==> config.mk <==
export PLATFORM = sky130hd
export DESIGN_NAME = arr_check_driver_flat
export DESIGN_NICKNAME = d
export VERILOG_FILES = /design/src/rtl/arr_check_driver_if.sv /design/src/rtl/arr_check_driver.sv /design/src/flat_wrapper.sv
export SDC_FILE = /design/constraint.sdc
export NUM_CORES = 1
export LEC_CHECK = 0
export ABC_CLOCK_PERIOD_IN_PS = 2600
export BUFFER_PORTS_ARGS = -buffer_cell sky130_fd_sc_hd__buf_2
export CELL_PAD_IN_SITES_DETAIL_PLACEMENT = 0
export CELL_PAD_IN_SITES_GLOBAL_PLACEMENT = 2
export CORE_MARGIN = 4
export CORE_UTILIZATION = 33
export CTS_CLUSTER_SIZE = 8
export DETAILED_ROUTE_END_ITERATION = 10
export GPL_TIMING_DRIVEN = 0
export PLACE_DENSITY_LB_ADDON = 0.15
export SKIP_LAST_GASP = 1
export SLEW_MARGIN = 20
export SYNTH_ARGS = -nofsm -noshare
export SYNTH_HDL_FRONTEND = slang
export SYNTH_SLANG_ARGS = --single-unit
==> constraint.sdc <==
create_clock -name clk -period 2.6 [get_ports clk]
set_input_delay 0.52 -clock clk [delete_from_list [all_inputs] [get_ports clk]]
set_output_delay 0.52 -clock clk [all_outputs]
set_load 0.01 [all_outputs]
==> src/rtl/arr_check_driver_if.sv <==
// Handshake bundle between arr_check_driver (master) and the array checker / bench (slave).
interface arr_check_driver_if #(
  parameter int LENGTH = 1
);
  logic              start;
  logic [31:0]       seed;
  logic              corrupt;
  logic              ack;
  logic [LENGTH-1:0] sig;
  logic [LENGTH-1:0] rfr;
  logic              check;
  logic              busy;
  logic              done;
  logic [15:0]       count;
  logic              timeout;

  modport master (
    input  start, seed, corrupt, ack,
    output sig, rfr, check, busy, done, count, timeout
  );

  modport slave (
    output start, seed, corrupt, ack,
    input  sig, rfr, check, busy, done, count, timeout
  );
endinterface

==> src/rtl/arr_check_driver.sv <==
// LFSR-driven sig/rfr/check sequencer for the per-instance array checker.
// Optional ack timeout is compiled in with ARR_CHECK_DRIVER_TIMEOUT_EN.
module arr_check_driver #(
  parameter int LENGTH     = 1,
  parameter int NUM_CHECKS = 16,
  parameter int TIMEOUT    = 255
) (
  input logic                clk,
  input logic                rst_n,
  arr_check_driver_if.master bus
);
  typedef enum logic [1:0] {S_IDLE, S_LOAD, S_ARM, S_DONE} state_t;

  localparam logic [31:0] LFSR_TAPS = 32'h8020_0003;

  state_t            r_state;
  state_t            w_state_nxt;
  logic [31:0]       r_lfsr;
  logic [LENGTH-1:0] r_sig;
  logic [LENGTH-1:0] r_rfr;
  logic              r_check;
  logic              r_done;
  logic [15:0]       r_count;
  logic              w_start;
  logic              w_load;
  logic              w_accept;
  logic              w_last;
  logic              w_tmo;
  logic              w_busy;

  if (LENGTH < 1 || LENGTH > 32 || NUM_CHECKS < 1 || NUM_CHECKS > 65535 || TIMEOUT < 1)
  begin : g_param_check
    $error("arr_check_driver: parameter out of legal range");
  end

  function automatic logic [31:0] lfsr_step(input logic [31:0] v);
    return (v >> 1) ^ (v[0] ? LFSR_TAPS : 32'h0);
  endfunction

  always_ff @(posedge clk or negedge rst_n) begin
    if (!rst_n) r_state <= S_IDLE;
    else        r_state <= w_state_nxt;
  end

  always_comb begin
    w_state_nxt = r_state;
    unique case (r_state)
      S_IDLE, S_DONE: if (bus.start) w_state_nxt = S_LOAD;
      S_LOAD:         w_state_nxt = S_ARM;
      S_ARM: begin
        if (w_accept)   w_state_nxt = w_last ? S_DONE : S_LOAD;
        else if (w_tmo) w_state_nxt = S_DONE;
      end
      default:        w_state_nxt = S_IDLE;
    endcase
  end

  always_comb begin
    w_start  = 1'b0;
    w_load   = 1'b0;
    w_accept = 1'b0;
    w_busy   = 1'b0;
    unique case (r_state)
      S_IDLE, S_DONE: w_start = bus.start;
      S_LOAD: begin
        w_load = 1'b1;
        w_busy = 1'b1;
      end
      S_ARM: begin
        w_accept = bus.ack;
        w_busy   = 1'b1;
      end
      default: ;
    endcase
  end

  // count can never pass NUM_CHECKS: the last accepted vector exits to DONE
  assign w_last = ({1'b0, r_count} + 17'd1) == 17'(NUM_CHECKS);

`ifdef ARR_CHECK_DRIVER_TIMEOUT_EN
  logic [31:0] r_wait;
  logic        r_timeout;

  // an ack arriving on the final wait cycle wins over the timeout
  assign w_tmo = (r_state == S_ARM) && !bus.ack && (r_wait == 32'(TIMEOUT - 1));

  always_ff @(posedge clk or negedge rst_n) begin
    if (!rst_n) begin
      r_wait    <= '0;
      r_timeout <= 1'b0;
    end else begin
      if (w_load)                           r_wait <= '0;
      else if (r_state == S_ARM && !bus.ack) r_wait <= r_wait + 32'd1;
      if (w_start)    r_timeout <= 1'b0;
      else if (w_tmo) r_timeout <= 1'b1;
    end
  end

  assign bus.timeout = r_timeout;
`else
  assign w_tmo       = 1'b0;
  assign bus.timeout = 1'b0;
`endif

  always_ff @(posedge clk or negedge rst_n) begin
    if (!rst_n) begin
      r_lfsr  <= 32'd1;
      r_sig   <= '0;
      r_rfr   <= '0;
      r_check <= 1'b0;
      r_done  <= 1'b0;
      r_count <= '0;
    end else begin
      if (w_start) begin
        r_lfsr  <= (bus.seed == 32'd0) ? 32'd1 : bus.seed;
        r_count <= '0;
        r_done  <= 1'b0;
      end
      if (w_load) begin
        r_sig   <= r_lfsr[LENGTH-1:0];
        r_rfr   <= bus.corrupt ? ~r_lfsr[LENGTH-1:0] : r_lfsr[LENGTH-1:0];
        r_lfsr  <= lfsr_step(r_lfsr);
        r_check <= 1'b1;
      end
      if (w_accept) begin
        r_check <= 1'b0;
        r_count <= r_count + 16'd1;
        if (w_last) r_done <= 1'b1;
      end else if (w_tmo) begin
        r_check <= 1'b0;
        r_done  <= 1'b1;
      end
    end
  end

  assign bus.sig   = r_sig;
  assign bus.rfr   = r_rfr;
  assign bus.check = r_check;
  assign bus.busy  = w_busy;
  assign bus.done  = r_done;
  assign bus.count = r_count;
endmodule

==> src/flat_wrapper.sv <==
// flat-port wrapper written by rule: the top's interface ports become plain ports
module arr_check_driver_flat 
#(
  parameter int LENGTH     = 1,
  parameter int NUM_CHECKS = 16,
  parameter int TIMEOUT    = 255
)
  (clk, rst_n, bus_start, bus_seed, bus_corrupt, bus_ack, bus_sig, bus_rfr, bus_check, bus_busy, bus_done, bus_count, bus_timeout);
  arr_check_driver_if #(.LENGTH(LENGTH)) bus_i ();
  input logic clk;
  input logic rst_n;
  input wire logic [$bits(bus_i.start)-1:0] bus_start;
  input wire logic [$bits(bus_i.seed)-1:0] bus_seed;
  input wire logic [$bits(bus_i.corrupt)-1:0] bus_corrupt;
  input wire logic [$bits(bus_i.ack)-1:0] bus_ack;
  output wire logic [$bits(bus_i.sig)-1:0] bus_sig;
  output wire logic [$bits(bus_i.rfr)-1:0] bus_rfr;
  output wire logic [$bits(bus_i.check)-1:0] bus_check;
  output wire logic [$bits(bus_i.busy)-1:0] bus_busy;
  output wire logic [$bits(bus_i.done)-1:0] bus_done;
  output wire logic [$bits(bus_i.count)-1:0] bus_count;
  output wire logic [$bits(bus_i.timeout)-1:0] bus_timeout;
  assign bus_i.start = bus_start;
  assign bus_i.seed = bus_seed;
  assign bus_i.corrupt = bus_corrupt;
  assign bus_i.ack = bus_ack;
  assign bus_sig = bus_i.sig;
  assign bus_rfr = bus_i.rfr;
  assign bus_check = bus_i.check;
  assign bus_busy = bus_i.busy;
  assign bus_done = bus_i.done;
  assign bus_count = bus_i.count;
  assign bus_timeout = bus_i.timeout;
  arr_check_driver #(.LENGTH(LENGTH), .NUM_CHECKS(NUM_CHECKS), .TIMEOUT(TIMEOUT)) u_core (.clk(clk), .rst_n(rst_n), .bus(bus_i));
endmodule
==> qor.log, run 1 <==
INFO  placement      place.detailed.instances=492
INFO  die            initial_utilization=33.9%
INFO  timing         actual_slew_at_the_worst_max_slew_pin=0.726ns
INFO  global_route   total_overflow_reported_by_the_global_router=0
INFO  clock_network  hold_buffers=0
INFO  pwr            ir_drop=0.000302V
INFO  finish         fillCellCount=928
INFO  clock_network  clockRootBuffer=clkbuf_8
INFO  timing         setup_viol_count_final=0
INFO  yosys          mappedNetlistNets=369
INFO  yosys          netlist.top_cell.by_area=dfrtp_1
INFO  global_route   grt_util_all_layers=16.0%
INFO  global_route   grt_start_max_net_pins=55
INFO  yosys          synth_top_cell_area_share=44.6%
INFO  clock_network  cts_tree=yes
INFO  die            ioPinCount=59
INFO  clock_network  cts_setup_buffers=0
INFO  clock_network  cts_inserted_buffers=5
INFO  yosys          combinational_family_with_the_most_area_after_synthesis=simple AND/OR/NAND/NOR gates
INFO  yosys          post_synth_inst_count=327
INFO  pwr            power_density=910nW/um2
INFO  die            core_area=8760um2
INFO  pwr            p_switching=1.26mW
INFO  yosys          synth_seq_cells=54
INFO  timing         max_clock_freq=423MHz
INFO  detailed_routing drc_errors=0
INFO  global_route   antenna_found_initial=0
INFO  critical_path  regToRegStartpoint=u_core.r_state[0]
INFO  finish         seqCellArea=1350um2
INFO  yosys          synth_xor_xnor_area_share=2.36%
INFO  detailed_routing routed-wl-met3=456um
INFO  clock_network  maximum_clock_path_buffer_count=2
INFO  pwr            internal_power=1.93mW
INFO  detailed_routing wl_met1=3.79mm
INFO  detailed_routing vias=2663
INFO  timing         slew_headroom=51.6%
INFO  yosys          post_synth_main_area_contributors=dfrtp_1 45%, mux2i_1 10%, o21ai_0 10%
INFO  timing         finalMaxSlewViolations=0
INFO  detailed_routing drt_pre_antenna_iters=4
INFO  clock_network  cts.repair.resized=0
INFO  critical_path  setup.reg_to_reg.worst_slack=0.23ns
INFO  detailed_routing total_wirelength=8.23mm
INFO  finish         final_common_cell=buf_2
INFO  yosys          synthesized_area_fraction_occupied_by_and_or_nand_nor_cells=17.8%
INFO  yosys          ys.flop_type=dfrtp_1
INFO  finish         multi_input_area=1480um2
INFO  clock_network  clkTransAtPathRegs=0.10ns
INFO  timing         fin_tns_setup=0ns
INFO  placement      io_buffers=57
INFO  pwr            power_frac_comb=41.0%
INFO  pwr            sequential_power_share=40.9%
INFO  die            die_x=103um
INFO  global_route   grt_first_pass_wirelength=13.3mm
INFO  finish         area.growth.synth_to_final=17.9%
INFO  placement      routabilityCongestion=0.811
INFO  timing         hold_vio_cnt_final=0
INFO  die            die_h=103um
INFO  yosys          syn-cell-area=2970um2
INFO  clock_network  clock_latency=0.31ns
INFO  yosys          synth_cell_type_count=41
INFO  finish         insertedDiodeCount=0
INFO  detailed_routing drt_iter0_drc=63
INFO  timing         layout_min_cycle_time=2.37ns
INFO  yosys          synth_sequential_area_ratio=45.5%
INFO  timing         period_share=91.0%
INFO  critical_path  worstSetupEndpointType=flip-flop
INFO  detailed_routing wl_met2=3.88mm
INFO  yosys          yosysWarnings=0
INFO  clock_network  clkSinkCount=54
INFO  die            die_footprint=10600um2
INFO  detailed_routing highest_layer=met4
INFO  timing         grt_setup_unrepaired=no
INFO  pwr            p_leak=1.66nW
INFO  placement      detailed_place_hpwl=5.86mm
INFO  finish         post_layout_net_count=433
INFO  yosys          synth-async-reset-ratio=100%
INFO  timing         fin_hold_ws=0.248ns
INFO  yosys          synth-adder-area-share=2.10%
INFO  detailed_routing detail_route.wl_per_cell=16.5um
INFO  critical_path  critical_path.max_fanout=10
INFO  yosys          synth-compound-area-share=16.8%
INFO  finish         layout-drive-gt1-share=20.7%
INFO  yosys          synth_enable_flop_cells=0
INFO  job            cap_violations=0
INFO  worst_hold_path worstHoldPathType=input port to asynchronous set/reset pin
INFO  detailed_routing post_drt_via_cell_ratio=5.33
INFO  global_route   vias_in_the_first_global_route=2632
INFO  yosys          synth.avg_cell_area=9.10um2
INFO  clock_network  cts_htree_levels=2
INFO  critical_path  critPathArrivalTime=2.59ns
INFO  critical_path  worst-r2r-cell-count=8
INFO  status         outcome=finished, final reports clean
INFO  critical_path  critPathKind=flip-flop to flip-flop
INFO  finish         finish.cell_count_without_fillers=500
INFO  timing         worst_clock_skew=0.00617ns
INFO  die            placementRows=34
INFO  critical_path  worstSetupStartpointType=flip-flop
INFO  critical_path  worstPathRequired=2.82ns
INFO  finish         final_cell_mix=62 x buf_2, 60 x o21ai_0, 53 x dfrtp_1, 46 x nand2_1, 31 x mux2i_1
INFO  yosys          synthMuxAreaShare=10.4%
INFO  critical_path  reg2reg_to=u_core.bus.count[10]
INFO  pwr            pwr-share-clk=18.1%
INFO  pwr            swShare=39.4%
INFO  detailed_routing final_antenna_net_count=0
## power groups by stage
| stage | Clock [mW] | Sequential (mW) | Combinational, mW |
|---|---|---|---|
| after floorplan | 0 | 1.30 | 0.933 |
| after global placement | 0 | 1.32 | 1.32 |
| after detailed placement | 0 | 1.32 | 1.33 |
| after CTS | 0.608 | 1.30 | 1.34 |
| after global routing | 0.639 | 1.35 | 1.51 |
| final | 0.578 | 1.31 | 1.31 |
## state kept, by name (all words and copies together), names as in the netlist
register and cells:
u_core.r_state 2, u_core.bus.check 1, u_core.bus.sig 1, u_core.bus.count 16, u_core.bus.done 1, u_core.bus.rfr 1, u_core.r_lfsr 32
## synthesized netlist by cell type, types with 2 or more instances
master,instances
and4_1,2
inv_1,5
nand4_1,11
nand3_1,12
o31ai_1,6
mux2i_1,31
o22ai_1,2
o21ai_0,60
o2111ai_1,2
xnor2_1,4
nor4_1,9
ha_1,5
a31oi_1,4
xor2_1,4
buf_6,2
clkbuf_1,13
dfrtp_1,53
a21oi_1,10
nand2_1,46
nor3_1,4
buf_2,6
clkbuf_2,2
and2_1,3
buf_4,2
nor2_1,13
## worst max-delay path by stage
stage,endpoint,cells after the start,slack [ns],startpoint
floorplan,u_core.r_state[1],8,0.67,u_core.bus.count[0]
global placement,u_core.bus.count[3],8,0.24,u_core.r_state[0]
detailed placement,u_core.bus.count[12],8,0.25,u_core.r_state[0]
CTS,u_core.bus.count[10],8,0.22,u_core.r_state[0]
global route,u_core.bus.count[12],8,0.02,u_core.r_state[0]
finish,u_core.bus.count[10],8,0.23,u_core.r_state[0]
## through the flow
step	cell area [um2]	power [mW]	utilization, %	setup slack, ns
after global placement	3390	2.64	38.7	0.243
after detailed placement	3400	2.66	38.8	0.246
after global routing	3510	3.50	40.0	0.0225
final	3510	3.19	40.0	0.233
after CTS	3510	3.25	40.0	0.219
after floorplan	2970	2.23	-	0.671
## layer usage
| metal | GRT usage (%) | vias up |
|---|---|---|
| li1 | - | 1306 |
| met1 | 21.0 | 1292 |
| met2 | 27.0 | 57 |
| met3 | 3.18 | 8 |
| met4 | 3.88 | 0 |
| met5 | 0 | - |
## area by class of cell
class	instances	area share (%)
multi-input combinational	243	42.1
buffer	25	3.60
clock inverter	2	1.07
tap	108	3.85
clock buffer	6	2.07
inverter	5	0.535
sequential	54	38.6
timing repair buffer	57	8.21
## worst max-delay path, stage by stage (launching register included)
cell and delay, ns:
dfrtp_1 0.42, inv_1 0.06, ha_1 0.22, and2_1 0.16
clkbuf_1 0.18, a21oi_1 0.51, clkbuf_1 0.45, o21ai_0 0.19
o31ai_1 0.09
## cell families after synthesis
logic type | Yosys count
muxes | 31
AOI/OAI and AO/OA | 90
buffers and inverters | 30
adders and majority gates | 5
and+or+nand+nor | 108
DFF | 54
other | 1
xor gates and xnor gates | 8
Power figures use the tool's default switching activity.
==> run 2, diff against run 1 <==
- ABC_CLOCK_PERIOD_IN_PS: 2600 -> 2800
- CORE_UTILIZATION: 33 -> 36
- clock period: 2.6 -> 2.8 ns (I/O delays scaled with it)
==> qor.log, run 2 (same netlist as run 1, synthesis figures left out) <==
INFO  status         outcome=finished, final reports clean
INFO  timing         hold_vio_cnt_final=0 [unchanged]
INFO  timing         finalMaxSlewViolations=0 [unchanged]
INFO  timing         grt_setup_unrepaired=no
INFO  critical_path  timing.critical_path.slowest_stage_cell=a21oi_1
INFO  clock_network  clkSinkCount=54 [unchanged]
INFO  critical_path  crit_path_frequent_cell=clkbuf_1
INFO  global_route   top_usage_layer=met2
INFO  clock_network  hold_buffers=0 [unchanged]
INFO  global_route   grt_start_max_net_pins=55 [unchanged]
INFO  global_route   use_met3=3.18% [+0.0047 points]
INFO  finish         insertedDiodeCount=0 [unchanged]
INFO  detailed_routing drt_pre_antenna_iters=4 [unchanged]
INFO  timing         layout_min_cycle_time=2.45ns [+0.0815 ns]
INFO  die            core_area=7890um2 [-10%]
INFO  timing         post-route-worst-setup-slack=0.352ns [+0.118 ns]
INFO  clock_network  clockRootBuffer=clkbuf_8
INFO  critical_path  critPathArrivalTime=2.66ns [+0.07 ns]
INFO  pwr            power_density=870nW/um2 [-4.5%]
INFO  clock_network  maximum_clock_path_buffer_count=2 [unchanged]
INFO  timing         setup_viol_count_final=0 [unchanged]
INFO  detailed_routing final_antenna_net_count=0 [unchanged]
INFO  global_route   vias_in_the_first_global_route=2550 [-3.1%]
INFO  die            initial_utilization=37.7% [+3.8 points]
INFO  finish         fillCellCount=799 [-14%]
INFO  die            ioPinCount=59 [unchanged]
INFO  critical_path  crit_family=compound AO/OA/AOI/OAI gates
INFO  finish         post_layout_net_count=433 [unchanged]
INFO  detailed_routing drt_iter0_drc=100 [+59%]
INFO  timing         max_clock_freq=408MHz [-3.3%]
INFO  placement      routabilityCongestion=0.784 [-3.4%]
INFO  timing         slew_headroom=51.9% [+0.25 points]
INFO  pwr            p_leak=1.68nW [+1.2%]
INFO  detailed_routing drc_errors=0 [unchanged]
INFO  die            die_x=98.9um [-3.9%]
INFO  pwr            ir_drop=0.000327V [+8.5%]
INFO  worst_hold_path worstHoldPathType=input port to asynchronous set/reset pin
INFO  global_route   total_overflow_reported_by_the_global_router=0 [unchanged]
INFO  placement      io_buffers=57 [unchanged]
INFO  die            die_footprint=9780um2 [-7.7%]
INFO  global_route   use_met2=27.5% [+0.50 points]
INFO  clock_network  clock_latency=0.31ns [about the same]
INFO  detailed_routing total_wirelength=8.00mm [-2.8%]
INFO  critical_path  critical_path.max_fanout=10 [unchanged]
INFO  critical_path  crit_path_buffers_inverters=3 [unchanged]
INFO  finish         register_bank_with_the_most_flops=u_core.r_lfsr
INFO  timing         worst_clock_skew=0.0128ns [+0.00665 ns]
INFO  detailed_routing post_drt_via_cell_ratio=5.39 [+1.2%]
INFO  clock_network  cts_inserted_buffers=5 [unchanged]
INFO  global_route   grt_util_all_layers=16.6% [+0.59 points]
INFO  critical_path  critPathKind=flip-flop to flip-flop
INFO  finish         area.growth.synth_to_final=18.8%
INFO  timing         fin_tns_setup=0ns [unchanged]
INFO  timing         period_share=87.4% [-3.6 points]
INFO  die            placementRows=32 [-5.9%]
INFO  global_route   grtUsageMet1=22.7% [+1.7 points]
INFO  timing         actual_slew_at_the_worst_max_slew_pin=0.722ns [-0.00382 ns]
INFO  global_route   antenna_found_initial=0 [unchanged]
INFO  die            die_h=98.9um [-3.9%]
INFO  detailed_routing vias=2663 [unchanged]
INFO  placement      placed_area=3390um2 [-0.22%]
INFO  finish         final_common_cell=buf_2
INFO  finish         final_cell_mix=62 x buf_2, 60 x o21ai_0, 53 x dfrtp_1, 46 x nand2_1, 31 x mux2i_1
INFO  critical_path  worstSetupStartpointType=flip-flop
INFO  placement      place_ws=0.400ns [+0.154 ns]
INFO  timing         fin_hold_ws=0.292ns [+0.0444 ns]
INFO  detailed_routing detail_route.wl_per_cell=16.2um [-1.6%]
INFO  clock_network  cts.repair.resized=0 [unchanged]
INFO  clock_network  cts_htree_levels=2 [unchanged]
INFO  critical_path  worstSetupEndpointType=flip-flop
INFO  finish         largest_register_ff_count=32 [unchanged]
INFO  finish         layout-drive-gt1-share=20.9% [+0.26 points]
INFO  critical_path  cells_traversed_along_the_worst_timing_path=inv_1 > ha_1 > and2_1 > clkbuf_1 > a21oi_1 > clkbuf_1 > o21ai_0 > o31ai_1
INFO  clock_network  cts_setup_buffers=0 [unchanged]
INFO  clock_network  cts_tree=yes
INFO  job            cap_violations=0 [unchanged]
INFO  placement      detailed_place_hpwl=5.78mm [-1.4%]
INFO  critical_path  cpPeakStageDelay=0.59ns [+0.08 ns]
INFO  clock_network  clkTransAtPathRegs=0.11ns [about the same]
INFO  critical_path  worstPathRequired=3.01ns [+0.19 ns]
INFO  critical_path  setup.reg_to_reg.worst_slack=0.35ns [+0.12 ns]
INFO  finish         fin_area=3530um2 [+0.71%]
INFO  finish         layout.core_utilization=44.8% [+4.8 points]
INFO  global_route   grt_first_pass_wirelength=13.3mm [unchanged]
==> run 2: where the power goes <==
part           total (mW)  switching [mW]  internal (mW)  leakage [nW]
combinational        1.21           0.745          0.469         0.918
sequential           1.21           0.152           1.06         0.690
clock               0.645           0.264          0.382        0.0714
total                3.07            1.16           1.91          1.68
==> run 2: path summary, 6_finish.rpt <==
| check | startpoint | to | cells after the start |
|---|---|---|---|
| worst max-delay path | u_core.r_state[0] | u_core.bus.count[12] | 8 |
| max in group asynchronous | rst_n | u_core.bus.count[7] | 1 |
| worst max register to register | u_core.r_state[0] | u_core.bus.count[12] | 8 |
| worst min-delay path | rst_n | u_core.r_lfsr[6] | 1 |
| min in group clk | u_core.r_lfsr[18] | u_core.r_lfsr[17] | 2 |
| worst min register to register | u_core.r_lfsr[18] | u_core.r_lfsr[17] | 2 |
==> run 2: metrics by stage <==
step	power, mW	cells
final	3.07	494
after global routing	3.35	494
after CTS	3.13	494
after detailed placement	2.47	486
after global placement	2.45	486
after floorplan	2.07	327
==> run 2: layout make-up <==
cell class                      instances  area, um2  share of cell area, %
Inverter                                5       18.8                  0.531
Clock buffer                            6       82.6                   2.34
Multi-Input combinational cell        243       1480                   41.8
Clock inverter                          2       60.1                   1.70
Sequential cell                        54       1350                   38.3
Timing Repair Buffer                   57        288                   8.15
Tap cell                              102        128                   3.61
Buffer                                 25        126                   3.58
==> run 2: metal layers <==
metal | part of all wire [%] | wire [um]
met5 | 0 | 0
met4 | 0.64 | 51
met3 | 4.6 | 370
met2 | 49 | 3900
met1 | 46 | 3680
==> run 3, diff against run 2 <==
- CORE_MARGIN: 4 -> 10
==> qor.log, run 3 (same netlist as run 1, synthesis figures left out) <==
INFO  clock_network  maximum_clock_path_buffer_count=2 [unchanged]
INFO  detailed_routing final_antenna_net_count=0 [unchanged]
INFO  clock_network  cts_tree=yes
INFO  status         outcome=finished, final reports clean
INFO  timing         fin_tns_setup=0ns [unchanged]
INFO  timing         actual_slew_at_the_worst_max_slew_pin=0.711ns [-0.0106 ns]
INFO  timing         layout_min_cycle_time=2.27ns [-0.175 ns]
INFO  clock_network  cts_setup_buffers=0 [unchanged]
INFO  placement      routabilityCongestion=0.810 [+3.3%]
INFO  global_route   antenna_found_initial=0 [unchanged]
INFO  clock_network  clkTransAtPathRegs=0.11ns [about the same]
INFO  detailed_routing drc_errors=0 [unchanged]
INFO  critical_path  critical_path.max_fanout=10 [unchanged]
INFO  critical_path  worstPathRequired=3.03ns [+0.02 ns]
INFO  clock_network  clkSinkCount=54 [unchanged]
INFO  global_route   total_overflow_reported_by_the_global_router=0 [unchanged]
INFO  global_route   vias_in_the_first_global_route=2641 [+3.6%]
INFO  finish         insertedDiodeCount=0 [unchanged]
INFO  placement      detailed_place_hpwl=5.99mm [+3.6%]
INFO  finish         final_common_cell=buf_2
INFO  clock_network  cts_htree_levels=2 [unchanged]
INFO  finish         final_cell_mix=62 x buf_2, 60 x o21ai_0, 53 x dfrtp_1, 46 x nand2_1, 31 x mux2i_1
INFO  critical_path  worstSetupStartpointType=flip-flop
INFO  detailed_routing total_wirelength=8.10mm [+1.2%]
INFO  die            die_footprint=12300um2 [+26%]
INFO  placement      io_buffers=57 [unchanged]
INFO  detailed_routing post_drt_via_cell_ratio=5.31 [-1.5%]
INFO  global_route   grt_first_pass_wirelength=13.6mm [+2.7%]
INFO  clock_network  cts_inserted_buffers=5 [unchanged]
INFO  timing         max_clock_freq=440MHz [+7.7%]
INFO  finish         area.growth.synth_to_final=17.0%
INFO  finish         post_layout_net_count=433 [unchanged]
INFO  detailed_routing vias=2640 [-0.86%]
INFO  pwr            ir_drop=0.000360V [+9.8%]
INFO  global_route   grt_start_max_net_pins=55 [unchanged]
INFO  die            ioPinCount=59 [unchanged]
INFO  detailed_routing drt_pre_antenna_iters=4 [unchanged]
INFO  timing         fin_hold_ws=0.270ns [-0.0218 ns]
INFO  timing         period_share=81.2% [-6.2 points]
INFO  timing         worst_clock_skew=0.0144ns [+0.00155 ns]
INFO  die            core_area=8130um2 [+3.1%]
INFO  global_route   grt_util_all_layers=13.1% [-3.5 points]
INFO  pwr            power=2.87mW [-6.4%]
INFO  timing         slew_headroom=52.6% [+0.71 points]
INFO  finish         register_bank_with_the_most_flops=u_core.r_lfsr
INFO  clock_network  cts.repair.resized=0 [unchanged]
INFO  timing         finalMaxSlewViolations=0 [unchanged]
INFO  finish         layout-drive-gt1-share=20.7% [-0.26 points]
INFO  timing         grt_setup_unrepaired=no
INFO  finish         largest_register_ff_count=32 [unchanged]
INFO  die            initial_utilization=36.6% [-1.1 points]
INFO  die            die_h=111um [+12%]
INFO  timing         setup_viol_count_final=0 [unchanged]
INFO  pwr            p_leak=1.65nW [-1.5%]
INFO  critical_path  worstSetupEndpointType=flip-flop
INFO  detailed_routing drt_iter0_drc=159 [+59%]
INFO  job            cap_violations=0 [unchanged]
INFO  die            die_x=111um [+12%]
INFO  pwr            power_density=826nW/um2 [-5.0%]
INFO  clock_network  clockRootBuffer=clkbuf_8
INFO  die            placementRows=33 [+3.1%]
INFO  clock_network  clock_latency=0.32ns [about the same]
INFO  critical_path  critPathKind=flip-flop to flip-flop
INFO  timing         hold_vio_cnt_final=0 [unchanged]
INFO  critical_path  critPathArrivalTime=2.51ns [-0.15 ns]
INFO  detailed_routing detail_route.wl_per_cell=16.3um [+0.55%]
INFO  clock_network  hold_buffers=0 [unchanged]
INFO  worst_hold_path worstHoldPathType=input port to asynchronous set/reset pin
[run 3: stage by stage]
stage | cell area [um2] | std cells | worst slack (ns) | util (%)
final | 3480 | 497 | 0.526 | 42.8
after global routing | 3480 | 497 | 0.217 | 42.8
after CTS | 3480 | 497 | 0.469 | 42.8
after detailed placement | 3390 | 489 | 0.506 | 41.7
after global placement | 3390 | 489 | 0.427 | 41.7
after floorplan | 2970 | 327 | 0.871 | -
[run 3: where the power goes]
group / switching, mW / internal [mW]
logic: 0.737 / 0.468
registers: 0.155 / 1.06
clock network: 0.274 / 0.179
[run 3: final timing paths]
check                                  startpoint             endpoint  slack [ns]  cells past startpoint
worst max-delay path            u_core.r_state[0]  u_core.bus.count[2]        0.53                      8
worst min-delay path                        rst_n    u_core.r_lfsr[12]        0.27                      1
worst max register to register  u_core.r_state[0]  u_core.bus.count[2]        0.53                      8
worst min register to register  u_core.r_lfsr[10]     u_core.r_lfsr[9]        0.49                      2
max in group asynchronous                   rst_n  u_core.bus.count[5]        2.04                      1
min in group clk                u_core.r_lfsr[10]     u_core.r_lfsr[9]        0.49                      2
[run 3: layout make-up]
type,instances,area (um2)
fill,838,4650
buffer,25,126
timing repair buffer,57,288
clock inverter,2,13.8
multi-input combinational,243,1480
inverter,5,18.8
tap,105,131
clock buffer,6,72.6
sequential,54,1350
[run 3: worst max-delay path: stages, from the launching register on]
cell,delay (ns)
dfrtp_1,0.41
inv_1,0.06
ha_1,0.22
and2_1,0.16
clkbuf_1,0.16
a21oi_1,0.49
clkbuf_1,0.42
o21ai_0,0.16
o21ai_0,0.10
[run 3: metal layers]
metal | vias to the layer above | track usage, % | wire length [um]
met5 | - | 0 | 0
met4 | 0 | 2.95 | 78
met3 | 6 | 3.30 | 385
met2 | 63 | 19.7 | 3430
met1 | 1265 | 18.3 | 4200
li1 | 1306 | - | -
